--- src/rtl/reg_bank_arbiter_if.sv ---
// Bus bundle between two requesters and the shared register bank arbiter.
// The arbiter uses the slave modport; the requester side uses master.
interface reg_bank_arbiter_if #(
  parameter int WIDTH = 4
);
  logic               req_a, req_b;
  logic               we_a, we_b;
  logic [1:0]         addr_a, addr_b;
  logic [WIDTH-1:0]   wdata_a, wdata_b;
  logic               gnt_a, gnt_b;
  logic [WIDTH-1:0]   rdata;
  logic               rvalid;
  logic               rsrc;
  logic [4*WIDTH-1:0] bank_q;

  modport slave (
    input  req_a, req_b, we_a, we_b, addr_a, addr_b, wdata_a, wdata_b,
    output gnt_a, gnt_b, rdata, rvalid, rsrc, bank_q
  );

  modport master (
    output req_a, req_b, we_a, we_b, addr_a, addr_b, wdata_a, wdata_b,
    input  gnt_a, gnt_b, rdata, rvalid, rsrc, bank_q
  );
endinterface

--- src/rtl/reg_bank_arbiter.sv ---
// Two-requester arbiter owning a four-entry register bank; one access per cycle
// by the current owner, with bounded bursts while the other side waits.
module reg_bank_arbiter #(
  parameter int WIDTH     = 4,
  parameter int MAX_BURST = 4
) (
  input  logic               clk,
  input  logic               reset,
  reg_bank_arbiter_if.slave  bus
);

  typedef enum logic [1:0] {IDLE, OWN_A, OWN_B} state_e;

  localparam logic [3:0] MAXC = 4'(MAX_BURST);

  state_e                      state_q, state_d;
  logic                        last_b_q, last_b_d;   // 1 = B owned most recently
  logic [3:0]                  cnt_q, cnt_d;
  logic [3:0][WIDTH-1:0]       bank_q, bank_d;
  logic [WIDTH-1:0]            rdata_q, rdata_d;
  logic                        rvalid_q, rvalid_d;
  logic                        rsrc_q, rsrc_d;

  logic             own_b, req_own, req_oth, we_own;
  logic [1:0]       addr_own;
  logic [WIDTH-1:0] wdata_own;
  logic [3:0]       cnt_inc;

  // Steer the owner's inputs; the waiting side only contributes its request.
  assign own_b     = (state_q == OWN_B);
  assign req_own   = own_b ? bus.req_b   : bus.req_a;
  assign req_oth   = own_b ? bus.req_a   : bus.req_b;
  assign we_own    = own_b ? bus.we_b    : bus.we_a;
  assign addr_own  = own_b ? bus.addr_b  : bus.addr_a;
  assign wdata_own = own_b ? bus.wdata_b : bus.wdata_a;
  assign cnt_inc   = (cnt_q >= MAXC) ? MAXC : cnt_q + 4'd1;

  always_comb begin
    state_d  = state_q;
    last_b_d = last_b_q;
    cnt_d    = cnt_q;
    bank_d   = bank_q;
    rdata_d  = rdata_q;
    rvalid_d = 1'b0;
    rsrc_d   = rsrc_q;
    case (state_q)
      IDLE: begin
        if (bus.req_a && (!bus.req_b || last_b_q)) begin
          state_d  = OWN_A;
          last_b_d = 1'b0;
          cnt_d    = 4'd0;
        end else if (bus.req_b) begin
          state_d  = OWN_B;
          last_b_d = 1'b1;
          cnt_d    = 4'd0;
        end
      end
      OWN_A, OWN_B: begin
        if (req_own) begin
          if (we_own) begin
            bank_d[addr_own] = wdata_own;
          end else begin
            rdata_d  = bank_q[addr_own];
            rvalid_d = 1'b1;
            rsrc_d   = own_b;
          end
          cnt_d = cnt_inc;
        end
        // Hand over when the owner goes quiet or its burst budget is spent.
        if (req_oth && (!req_own || cnt_inc == MAXC)) begin
          state_d  = own_b ? OWN_A : OWN_B;
          last_b_d = !own_b;
          cnt_d    = 4'd0;
        end else if (!req_own) begin
          state_d = IDLE;
        end
      end
      default: state_d = IDLE;
    endcase
  end

  always_ff @(posedge clk) begin
    if (reset) begin
      state_q  <= IDLE;
      last_b_q <= 1'b1;
      cnt_q    <= 4'd0;
      bank_q   <= '0;
      rdata_q  <= '0;
      rvalid_q <= 1'b0;
      rsrc_q   <= 1'b0;
    end else begin
      state_q  <= state_d;
      last_b_q <= last_b_d;
      cnt_q    <= cnt_d;
      bank_q   <= bank_d;
      rdata_q  <= rdata_d;
      rvalid_q <= rvalid_d;
      rsrc_q   <= rsrc_d;
    end
  end

  assign bus.gnt_a  = (state_q == OWN_A);
  assign bus.gnt_b  = (state_q == OWN_B);
  assign bus.rdata  = rdata_q;
  assign bus.rvalid = rvalid_q;
  assign bus.rsrc   = rsrc_q;
  assign bus.bank_q = bank_q;

endmodule

--- src/flat_wrapper.sv ---
// flat-port wrapper written by rule: the top's interface ports become plain ports
module reg_bank_arbiter_flat 
#(
  parameter int WIDTH     = 4,
  parameter int MAX_BURST = 4
)
  (clk, reset, bus_req_a, bus_req_b, bus_we_a, bus_we_b, bus_addr_a, bus_addr_b, bus_wdata_a, bus_wdata_b, bus_gnt_a, bus_gnt_b, bus_rdata, bus_rvalid, bus_rsrc, bus_bank_q);
  reg_bank_arbiter_if #(.WIDTH(WIDTH)) bus_i ();
  input  logic clk;
  input  logic reset;
  input wire logic [$bits(bus_i.req_a)-1:0] bus_req_a;
  input wire logic [$bits(bus_i.req_b)-1:0] bus_req_b;
  input wire logic [$bits(bus_i.we_a)-1:0] bus_we_a;
  input wire logic [$bits(bus_i.we_b)-1:0] bus_we_b;
  input wire logic [$bits(bus_i.addr_a)-1:0] bus_addr_a;
  input wire logic [$bits(bus_i.addr_b)-1:0] bus_addr_b;
  input wire logic [$bits(bus_i.wdata_a)-1:0] bus_wdata_a;
  input wire logic [$bits(bus_i.wdata_b)-1:0] bus_wdata_b;
  output wire logic [$bits(bus_i.gnt_a)-1:0] bus_gnt_a;
  output wire logic [$bits(bus_i.gnt_b)-1:0] bus_gnt_b;
  output wire logic [$bits(bus_i.rdata)-1:0] bus_rdata;
  output wire logic [$bits(bus_i.rvalid)-1:0] bus_rvalid;
  output wire logic [$bits(bus_i.rsrc)-1:0] bus_rsrc;
  output wire logic [$bits(bus_i.bank_q)-1:0] bus_bank_q;
  assign bus_i.req_a = bus_req_a;
  assign bus_i.req_b = bus_req_b;
  assign bus_i.we_a = bus_we_a;
  assign bus_i.we_b = bus_we_b;
  assign bus_i.addr_a = bus_addr_a;
  assign bus_i.addr_b = bus_addr_b;
  assign bus_i.wdata_a = bus_wdata_a;
  assign bus_i.wdata_b = bus_wdata_b;
  assign bus_gnt_a = bus_i.gnt_a;
  assign bus_gnt_b = bus_i.gnt_b;
  assign bus_rdata = bus_i.rdata;
  assign bus_rvalid = bus_i.rvalid;
  assign bus_rsrc = bus_i.rsrc;
  assign bus_bank_q = bus_i.bank_q;
  reg_bank_arbiter #(.WIDTH(WIDTH), .MAX_BURST(MAX_BURST)) u_core (.clk(clk), .reset(reset), .bus(bus_i));
endmodule
--- config.mk ---
export PLATFORM = sky130hd
export DESIGN_NAME = reg_bank_arbiter_flat
export DESIGN_NICKNAME = d
export VERILOG_FILES = /design/src/rtl/reg_bank_arbiter_if.sv /design/src/rtl/reg_bank_arbiter.sv /design/src/flat_wrapper.sv
export SDC_FILE = /design/constraint.sdc
export NUM_CORES = 1
export LEC_CHECK = 0
export CAP_MARGIN = 25
export CORE_ASPECT_RATIO = 1.2
export CORE_UTILIZATION = 47
export DETAILED_ROUTE_END_ITERATION = 12
export HOLD_SLACK_MARGIN = 0.02
export PLACE_DENSITY = 0.78
export SLEW_MARGIN = 20
export SYNTH_ARGS = -nofsm -noshare
export SYNTH_HDL_FRONTEND = slang
export SYNTH_SLANG_ARGS = --single-unit
--- constraint.sdc ---
create_clock -name clk -period 4.4 [get_ports clk]
set_input_delay 0.88 -clock clk [delete_from_list [all_inputs] [get_ports clk]]
set_output_delay 0.88 -clock clk [all_outputs]
set_load 0.01 [all_outputs]
Yosys cells after proc, flatten, opt, wreduce, memory -nomap -nowiden
Index checks and enable logic that the tools add are counted.
{"block": "classes", "addsub": 1, "n_lt_le_gt_ge": 3, "n_eq_ne": 7, "mux": 27, "n_bitwise": 3, "n_reduce_logical": 17}
{"operator": "$mux W4", "count": 8}
{"operator": "$bwmux W16", "count": 1}
{"operator": "$mux W2", "count": 6}
{"operator": "$reduce_and A3 Y1", "count": 4}
{"operator": "$bmux W4 S2", "count": 1}
{"operator": "$demux W4 S2", "count": 1}
{"operator": "$pmux W4 S2", "count": 1}
{"operator": "$mux W1", "count": 7}
{"operator": "$add A4 B1 Y4 const B", "count": 1}
{"operator": "$eq A4 B3 Y1 const B", "count": 1}
{"operator": "$ge A4 B3 Y1 const B", "count": 1}
{"operator": "$pmux W2 S2", "count": 1}
{"operator": "$logic_and A1 B1 Y1", "count": 3}
{"operator": "$logic_not A1 Y1", "count": 3}
{"operator": "$lt A2 B3 Y1 const B", "count": 1}
{"operator": "$ne A3 B1 Y1 const B", "count": 1}
{"operator": "$ne A3 B2 Y1 const B", "count": 1}
{"operator": "$ne A3 B3 Y1 const B", "count": 1}
{"operator": "$not A1 Y1", "count": 3}
{"operator": "$reduce_or A3 Y1", "count": 1}
{"operator": "$eq A2 B1 Y1 const B", "count": 1}
{"operator": "$eq A2 B2 Y1 const B", "count": 1}
{"operator": "$ge A2 B1 Y1 const B", "count": 1}
{"operator": "$logic_not A2 Y1", "count": 1}
{"operator": "other kinds (6)", "count": 7}
{"block": "totals", "reg_bits": 29, "out_inout_bits": 24, "elab_cells": 68}

Depth between registers and ports, before layout
{"block": "depth", "depth_word": 7, "depth_mapped": 9, "ltp_nobuf": 7}

Worst setup path before layout
OpenSTA, ideal clock, no wires.
{"block": "synth_path", "kind": "input -> register", "startpoint": "in bus_req_a", "endpoint": "reg u_core.last_b_q", "setup_ns": 0.134, "arrival_time_ns": 1.812, "t_required_ns": 4.266, "setup_slack_ns": 2.454, "path_stages": 4, "n_path_buf": 1, "path_cell_list": "clkbuf_1 > a311o_1 > a311oi_1 > or4b_1"}
{"block": "synth_via", "elab_chain_len": 6, "word_cells_on_any_way": 11}
{"item": "start: declaration", "line": "flat_wrapper.sv:11", "source": "input wire logic [$bits(bus_i.req_a)-1:0] bus_req_a;"}
{"item": "$mux W1", "line": "reg_bank_arbiter.sv:31", "source": "assign req_own = own_b ? bus.req_b : bus.req_a;"}
{"item": "$logic_not A1 Y1", "line": "reg_bank_arbiter.sv:70", "source": "if (req_oth && (!req_own || cnt_inc == MAXC)) begin"}
{"item": "$logic_or A1 B1 Y1", "line": "reg_bank_arbiter.sv:70"}
{"item": "$logic_and A1 B1 Y1", "line": "reg_bank_arbiter.sv:70"}
{"item": "$ne A2 B1 Y1 (no source line)"}
{"item": "$reduce_and A3 Y1 (no source line)"}
{"item": "end signal: assignment", "line": "reg_bank_arbiter.sv:93", "source": "last_b_q <= last_b_d;"}
{"item": "end: declaration", "line": "reg_bank_arbiter.sv:17", "source": "logic last_b_q, last_b_d;"}
Several ways; a longest one is shown, not always the timed one.
A chain may end at the register's enable or synchronous reset.

Final worst setup path
{"block": "layout_path", "startpoint": "reg u_core.state_q[0]", "endpoint": "out bus_gnt_b"}
{"block": "layout_via", "elab_chain_len": 1}
{"item": "start: declaration", "line": "reg_bank_arbiter.sv:16", "source": "state_e state_q, state_d;"}
{"item": "start signal: assignment", "line": "reg_bank_arbiter.sv:92", "source": "state_q <= state_d;"}
{"item": "$eq A2 B2 Y1", "line": "reg_bank_arbiter.sv:103", "source": "assign bus.gnt_b = (state_q == OWN_B);"}
{"item": "end: declaration", "line": "flat_wrapper.sv:20", "source": "output wire logic [$bits(bus_i.gnt_b)-1:0] bus_gnt_b;"}
No other way between the ends.

==> impl_metrics.json <==
{
  "maxSlewHeadroom_pct": 35.69,
  "die-width_um": 55.27,
  "cp-end-kind": "output port",
  "post_cts.repair.setup_buffers": 0,
  "min_period_ns": 3.072,
  "power_switching_share_pct": 39.14,
  "max_cap_viol_count": 0,
  "rrSetupSlack_ns": 1.95,
  "yosysWarningCount": 0,
  "drtPass1Iterations": 5,
  "drv_slew": 0,
  "hold_path_class": "register to register",
  "synth_edf_count": 0,
  "design_area_sq_mm": 0.002078,
  "clock_skew_ns": 0.002248,
  "yosys.area_share.simple_pct": 21.27,
  "rows": 22,
  "switching_power_w": 0.0003833,
  "cts_resized": 0,
  "critPathMaxFanout": 20,
  "syn_inst": 169,
  "synth-xor-area-share_pct": 0,
  "track_usage_pct": 24.04,
  "hpwl_um": 3045,
  "h-tree-depth": 2,
  "clk-insertion-delay-late_ns": 0.33,
  "power_frac_seq_pct": 32.9,
  "wl_met2_um": 2090,
  "r2r-start": "u_core.state_q[0]$_SDFFE_PP0P_",
  "path_class": "register to output port",
  "cts_hold_buffers": 0,
  "vias_per_cell": 6.000,
  "syn_to_final_growth_pct": 29.87,
  "layout.cells.most_common_list": "clkdlybuf4s50_1 (41), nor2_1 (30), dfxtp_1 (29), a211oi_1 (16), mux2i_1 (11)",
  "fin_nets": 232,
  "path_clk_slew_ns": 0.09,
  "avgSynthCellArea_sq_um": 9.469,
  "rsz0062_at_grt": "no",
  "yosysTopAreaCell": "dfxtp_1",
  "whs_path_depth": 2,
  "cts.path.max_buffers": 2,
  "die_y_um": 65.92,
  "wl_um": 4071,
  "num-fill-cells": 272,
  "antenna_found_initial": 0,
  "power_leakage_nw": 0.7643,
  "clkPwrFrac_pct": 19.1,
  "drt_first_iter_violations": 42,
  "yosysSeqAreaShare_pct": 36.28,
  "synth.top_cells.by_area": "dfxtp_1 (36%), a211oi_1 (7.5%), nor2_1 (7.0%), mux2i_1 (6.9%), mux4_2 (5.6%)",
  "wl_met1_um": 1556,
  "initial_utilization_pct": 51.00,
  "synth_cell_type_count": 39,
  "worstMarginPinSlew_ns": 0.9617,
  "cts_tree": "done",
  "register_area_sq_um": 580.6,
  "async_flop_share_pct": 0,
  "routed.top_layer": "met4",
  "io_buffers": 41,
  "syn_area_sq_mm": 0.001600,
  "r2r_end": "u_core.bus.rdata[2]$_SDFFE_PP0P_",
  "grt_max_degree": 28,
  "synth_top_family_by_area": "simple AND/OR/NAND/NOR gates",
  "synth_top_area_share_pct": 36.28,
  "setup_viol": 0,
  "power_report.internal_total_w": 0.0005961,
  "root_buffer": "clkbuf_4",
  "power_density_mw_per_mm2": 471.2,
  "vias": 1476,
  "fin_crit_sh_pct": 69.83,
  "ir_drop_v": 0.0003906,
  "finalSetupTns_ns": 0,
  "critPathArrivalTime_ns": 2.19,
  "postRouteAntennaNets": 0,
  "finalHoldViolations": 0,
  "p_comb_share_pct": 48.0,
  "ff2ff_path_depth": 6,
  "route.detailed.drc": 0,
  "core-area_sq_mm": 0.003138,
  "grt_pass1_vias": 1525,
  "startpoint_type": "register",
  "worstHoldStart": "u_core.cnt_q[1]$_SDFFE_PP0P_",
  "min_to": "u_core.cnt_q[1]$_SDFFE_PP0P_",
  "route.met3.wl_um": 293,
  "grt-ovfl-total": 0,
  "syn-num-nets": 192,
  "required_ns": 3.52,
  "num_io_pins": 42,
  "multi_input_area_sq_um": 949.7,
  "drive_above_1_share_pct": 10.00,
  "dieArea_sq_mm": 0.003643,
  "numCtsBuffers": 5,
  "synth_compound_area_share_pct": 18.92,
  "fmax_mhz": 325.5,
  "n_antenna_cell": 0,
  "yosys_most_used_dff": "dfxtp_1",
  "synth_mux_area_share_pct": 15.25,
  "place_area_sq_mm": 0.002008,
  "wl_per_cell_um": 16.55,
  "ys_ff_latch": 29,
  "layout_commonest_cell": "clkdlybuf4s50_1",
  "synth_fa_ha_area_share_pct": 3.909,
  "grt_pass1_wl_um": 6879,
  "numClockSinks": 29,
  "outcome": "finished, final reports clean",
  "gp_congestion": 0.8229
}
through the flow:
stage	util (%)	worst slack (ns)	total power, W	hold slack [ns]	instances
floorplan	-	2.454	0.0006763	0.4239	169
global placement	64.00	1.658	0.0007698	0.4328	238
detailed placement	64.00	1.392	0.0007948	0.4744	238
CTS	66.23	1.329	0.0009815	0.4987	246
global route	66.23	1.213	0.001042	0.5400	246
finish	66.23	1.328	0.0009793	0.5039	246
registers in the layout (all words and copies together) (netlist names):
name / count
u_core.bus.rdata: 4
u_core.cnt_q: 4
u_core.state_q: 2
u_core.bus.rsrc: 1
u_core.bus.bank_q: 16
u_core.bus.rvalid: 1
u_core.last_b_q: 1
synthesized netlist by cell type (3+ instances only):
library cell	instances
mux4_2	4
nand2b_1	4
clkbuf_1	4
dfxtp_1	29
nand2_1	8
mux2i_1	11
nor3_4	4
a21oi_1	5
ha_1	5
o21ai_0	6
nor2_1	30
a211oi_1	16
nor2b_1	3
inv_1	6
cell type report:
class                   instances  area share (%)
well taps                      36           2.167
repair buffers                 41           19.75
flip-flops and latches         29           27.94
clock buffers                   7           3.131
clock inverters                 1          0.2408
multi-input cells             126           45.70
inverters                       6           1.084
worst max-delay path, cell delays in order, from the launching register on:
cell	delay (ns)
dfxtp_1	0.35
inv_1	0.09
ha_1	0.74
clkdlybuf4s50_1	0.68
how the worst max path moves through the flow:
stage | from | end | slack [ns]
4_1_cts | u_core.state_q[0]$_SDFFE_PP0P_ | bus_gnt_b | 1.33
6_report | u_core.state_q[0]$_SDFFE_PP0P_ | bus_gnt_b | 1.33
2_1_floorplan | bus_req_a | u_core.last_b_q$_SDFFE_PP1P_ | 2.45
3_5_place_dp | reset | u_core.cnt_q[0]$_SDFFE_PP0P_ | 1.39
5_1_grt | u_core.state_q[0]$_SDFFE_PP0P_ | bus_gnt_b | 1.21
3_3_place_gp | reset | u_core.cnt_q[1]$_SDFFE_PP0P_ | 1.66
layer usage:
layer / track usage, % / up-vias
li1: - / 703
met4: 15.31 / 0
met5: 0 / -
met3: 7.241 / 16
met1: 26.07 / 688
met2: 40.96 / 69
power by group through the flow:
| stage | clock (W) | combinational [W] | sequential (W) |
|---|---|---|---|
| finish | 0.000187 | 0.000470 | 0.000322 |
| floorplan | 0 | 0.000348 | 0.000328 |
| CTS | 0.000190 | 0.000469 | 0.000323 |
| detailed placement | 0 | 0.000467 | 0.000328 |
| global route | 0.000202 | 0.000512 | 0.000327 |
| global placement | 0 | 0.000446 | 0.000324 |
cells by family after synthesis:
| group | count (synthesis) |
|---|---|
| simple gates | 61 |
| compound gates | 42 |
| flops | 29 |
| mux | 18 |
| buf+inv | 14 |
| fa+ha+maj | 5 |
(Power assumes the default switching activity.)
==> variant 1, RTL diff (same flow settings) <==
The 3 states of `state_e` get a one-hot encoding in 3 bits.
--- a/src/rtl/reg_bank_arbiter.sv
+++ b/src/rtl/reg_bank_arbiter.sv
@@ -10,5 +10,5 @@
 );
 
-  typedef enum logic [1:0] {IDLE, OWN_A, OWN_B} state_e;
+  typedef enum logic [2:0] {IDLE = 3'b001, OWN_A = 3'b010, OWN_B = 3'b100} state_e;
 
   localparam logic [3:0] MAXC = 4'(MAX_BURST);
Formal check against the unedited RTL: same outputs for any inputs over 10 cycles, from zero or initial values and one cycle with reset high; not proved beyond that.
==> variant 1 against the original RTL <==
- synthesized area is 4.5% lower
- final area is 3.2% lower
- register-to-register slack worse by 530 ps
- utilization is 0.97 points lower
- sequential cell count is 1 higher
- clock skew is 6.5 ps higher
- critical path depth is 1 lower
- sequential share of layout area is 1.9 points higher
- wire length is 8.8% lower
- first-iteration DRC count is 26% lower
- setup slack better by 24 ps
- critical endpoint unchanged
Power is not compared: it rests on default switching activity, and its combinational part moved more than twofold at a synthesized area within 25%.
==> variant 1: results (changes against the original RTL) <==
cts_setup_buffers: 0  # unchanged
netlist_top_cells_area: "dfxtp_1, a211oi_1, a21oi_1, mux2i_1, nor2_1"
arrival_ps: 2170  # -20 ps
placed_area_sq_um: 1940  # -3.6%
ys.flop_type: "dfxtp_1"
timing.rr.end: "u_core.bus.bank_q[1]$_SDFFE_PP0P_"
grt_start_max_net_pins: 20  # -29%
drtIter0Drc: 31  # -26%
whs_ps: 468  # -35.4 ps
cp-startpoint: "u_core.state_q[2]$_SDFFE_PP0P_"
slew_headroom: 0.472  # +0.115
numPortBuffers: 41  # unchanged
syn_area_per_cell_sq_um: 9.15  # -3.4%
clock_skew_ps: 8.77  # +6.52 ps
dp_cells: 236  # -0.84%
ir_drop_mv: 0.215
hpwl_microns: 2710  # -11%
max_freq_ghz: 0.328  # +0.78%
clk_latency_ps: 330  # about the same
gp_congestion: 0.870  # +5.7%
synthXorXnorAreaFrac: 0  # unchanged
muxShareOfSynthArea: 0.0794  # -0.0730
yosys_warnings: 0  # unchanged
synth_common_cells: "dfxtp_1, nor2_1, a211oi_1"
pre_cts_ws_ps: 1330  # -59.8 ps
drt_pass1_iterations: 4  # -1
ys_seq_area_frac: 0.393  # +0.0303
cts_resized: 0  # unchanged
synth-compound-area-share: 0.238  # +0.0491
path_clk_slew_ps: 90  # about the same
drive_gt1_frac: 0.0865  # -0.0135
min-delay-start: "u_core.cnt_q[1]$_SDFFE_PP0P_"
cts_buffers: 5  # unchanged
vias: 1457  # -1.3%
routed_wirelength_microns: 3710  # -8.8%
largest_register: "u_core.bus.bank_q"
synth_cell_type_count: 38  # -2.6%
largest_register_ffs: 16  # unchanged
grt_util_all_layers: 0.247  # +0.00651
clock_tree.buffer_depth: 2  # unchanged
root_buffer: "clkbuf_4"
grt_pass1_wl_microns: 6160  # -10%
synthAdderAreaFrac: 0.00819  # -0.0309
status: "finished clean"
crit_fanout: 12  # -40%
antennaDiodeCount: 0  # unchanged
p_leak_uw: 0.000689
grt_pass1_vias: 1371  # -10%
htreeDepth: 2  # unchanged
antenna_found_initial: 0  # unchanged
routedWlPerCell_microns: 15.2  # -8.0%
async_reset_ff_frac: 0  # unchanged
nNetsFinal: 226  # -2.6%
crit_path_end: "bus_gnt_b"
synth_nets: 186  # -3.1%
-- variant 1: cell count changes in the layout (fill, tap and decap cells not counted), moves of 4 or more --
cell	unedited run	this run
a21oi_1	5	16
a32o_1	0	4
ha_1	5	1
mux4_2	4	0
nor2_1	30	21
nor3_4	4	0
-- variant 1: critical path: stages (launching register included) --
cell,delay [ps]
dfxtp_1,510
nor3b_4,670
clkdlybuf4s50_1,660
-- variant 1: report_power, final --
part / internal (uW) / switching [uW]
clock: 120 / 93.0
combinational: 55.7 / 61.1
sequential: 280 / 14.0
total: 456 / 168
-- variant 1: cell type report --
type / count / area, sq um
fill: 274 / 1070
multi-input combinational: 121 / 840
inverter: 5 / 18.8
tap: 36 / 45.0
clock buffer: 7 / 45.0
clock inverter: 1 / 30.0
sequential: 30 / 601
timing repair buffer: 44 / 433
-- variant 1: layer usage --
metal  vias to the layer above  global-route usage  share of wire
li1                        696                   -              -
met4                         0               0.109          0.019
met2                        61               0.364           0.47
met1                       692               0.326           0.43
met3                         8              0.0751          0.079
met5                         -                   0              0
==> variant 2, RTL diff (same settings) <==
Without the edit above. `WIDTH` is set to 4 in 3 places; all go to 6.
--- a/src/rtl/reg_bank_arbiter_if.sv
+++ b/src/rtl/reg_bank_arbiter_if.sv
@@ -2,5 +2,5 @@
 // The arbiter uses the slave modport; the requester side uses master.
 interface reg_bank_arbiter_if #(
-  parameter int WIDTH = 4
+  parameter int WIDTH = 6
 );
   logic               req_a, req_b;
--- a/src/rtl/reg_bank_arbiter.sv
+++ b/src/rtl/reg_bank_arbiter.sv
@@ -2,5 +2,5 @@
 // by the current owner, with bounded bursts while the other side waits.
 module reg_bank_arbiter #(
-  parameter int WIDTH     = 4,
+  parameter int WIDTH     = 6,
   parameter int MAX_BURST = 4
 ) (
--- a/src/flat_wrapper.sv
+++ b/src/flat_wrapper.sv
@@ -2,5 +2,5 @@
 module reg_bank_arbiter_flat 
 #(
-  parameter int WIDTH     = 4,
+  parameter int WIDTH     = 6,
   parameter int MAX_BURST = 4
 )
Interface: changed (resized bus_bank_q, bus_rdata, bus_wdata_a and bus_wdata_b); port bits go from 42 to 56. No check against the original RTL was run, so the function may have changed too.
==> variant 2 against the original RTL <==
- synthesized area is 32% higher
- critical path type unchanged
- sequential cell count grew 10
- sequential power rose by 35%
- register-to-register slack worse by 190 ps
- final area grew 32%
- non-clock buffer count up 15
- via count is 25% higher
- total power grew 29%
- wire length grew 27%
- clock power is 30% higher
- count of clock-buffer cells in the layout shrank 2
- cell count increased by 33%
- setup slack worse by 42 ps
- die area up 30%
==> variant 2: results (changes against the original RTL) <==
area_delta_synth_final_pct: 29.9  # about the same
dr_wl_met2_microns: 2650  # +27%
synth_nets: 249  # +30%
numPortBuffers: 55  # +34%
gr-usage-met3: 0.0629  # -0.00953
pre_cts_ws_ps: 1450  # +53.5 ps
powerDensity_nw_per_um2: 460  # -2.3%
wl_met3_microns: 352  # +20%
hpwl_microns: 3640  # +19%
gp_congestion: 0.779  # -5.4%
utilization: 0.637  # -0.0253
routedWlPerCell_microns: 15.9  # -4.2%
finalCritPeriodShare: 0.708  # +0.00945
ir_drop_mv: 0.215  # -45%
buf_share: 0.204  # +0.00655
whs_ps: 499  # -4.38 ps
netlist_top_cells_area: "dfxtp_1, mux2i_1, nor2_1, a22oi_1, mux2_2"
slew_headroom: 0.345  # -0.0118
synth_common_cells: "dfxtp_1, nor2_1, mux2i_1"
dp_cells: 319  # +34%
p_leak_uw: 0.00111  # +46%
vias_per_cell: 5.66  # -5.6%
clkSinkCount: 39  # +34%
power_uw: 1260  # +29%
drtIter0Drc: 104  # +150%
nNetsFinal: 297  # +28%
drive_gt1_frac: 0.103  # +0.00332
grt_pass1_vias: 1702  # +12%
status: "finished clean"
critPathTopFamily: "adder cells"
syn_inst: 222  # +31%
grt_util_all_layers: 0.229  # -0.0117
multi_input_area_share: 0.443  # -0.0141
r2r_slack_ps: 1760  # -190 ps
crit_fanout: 27  # +35%
use_met2: 0.418  # +0.00852
p_sw_frac: 0.387  # -0.00460
n_all_buffers: 56  # +37%
arrival_ps: 2230  # +40 ps
critPathMaxStageDelay_ps: 810  # +70 ps
-- variant 2: power by group through the flow --
stage               clock network [uW]  logic (uW)  registers (uW)
floorplan                            0         431             447
global placement                     0         577             440
detailed placement                   0         580             441
CTS                                248         583             433
global route                       263         633             440
finish                             244         581             434
-- variant 2: final timing paths --
| check | startpoint | end | depth (start not counted) |
|---|---|---|---|
| worst max-delay path | u_core.state_q[0]$_SDFFE_PP0P_ | bus_gnt_b | 3 |
| worst min-delay path | u_core.bus.rdata[3]$_SDFFE_PP0P_ | u_core.bus.rdata[3]$_SDFFE_PP0P_ | 2 |
| worst max register to register | u_core.state_q[0]$_SDFFE_PP0P_ | u_core.bus.bank_q[19]$_SDFFE_PP0P_ | 6 |
| worst min register to register | u_core.bus.rdata[3]$_SDFFE_PP0P_ | u_core.bus.rdata[3]$_SDFFE_PP0P_ | 2 |
-- variant 2: cells by family after synthesis --
kind of cell	synth area share
buf+inv	0.0541
compound gates	0.179
simple gates	0.200
flops	0.371
mux	0.166
fa+ha+maj	0.0297
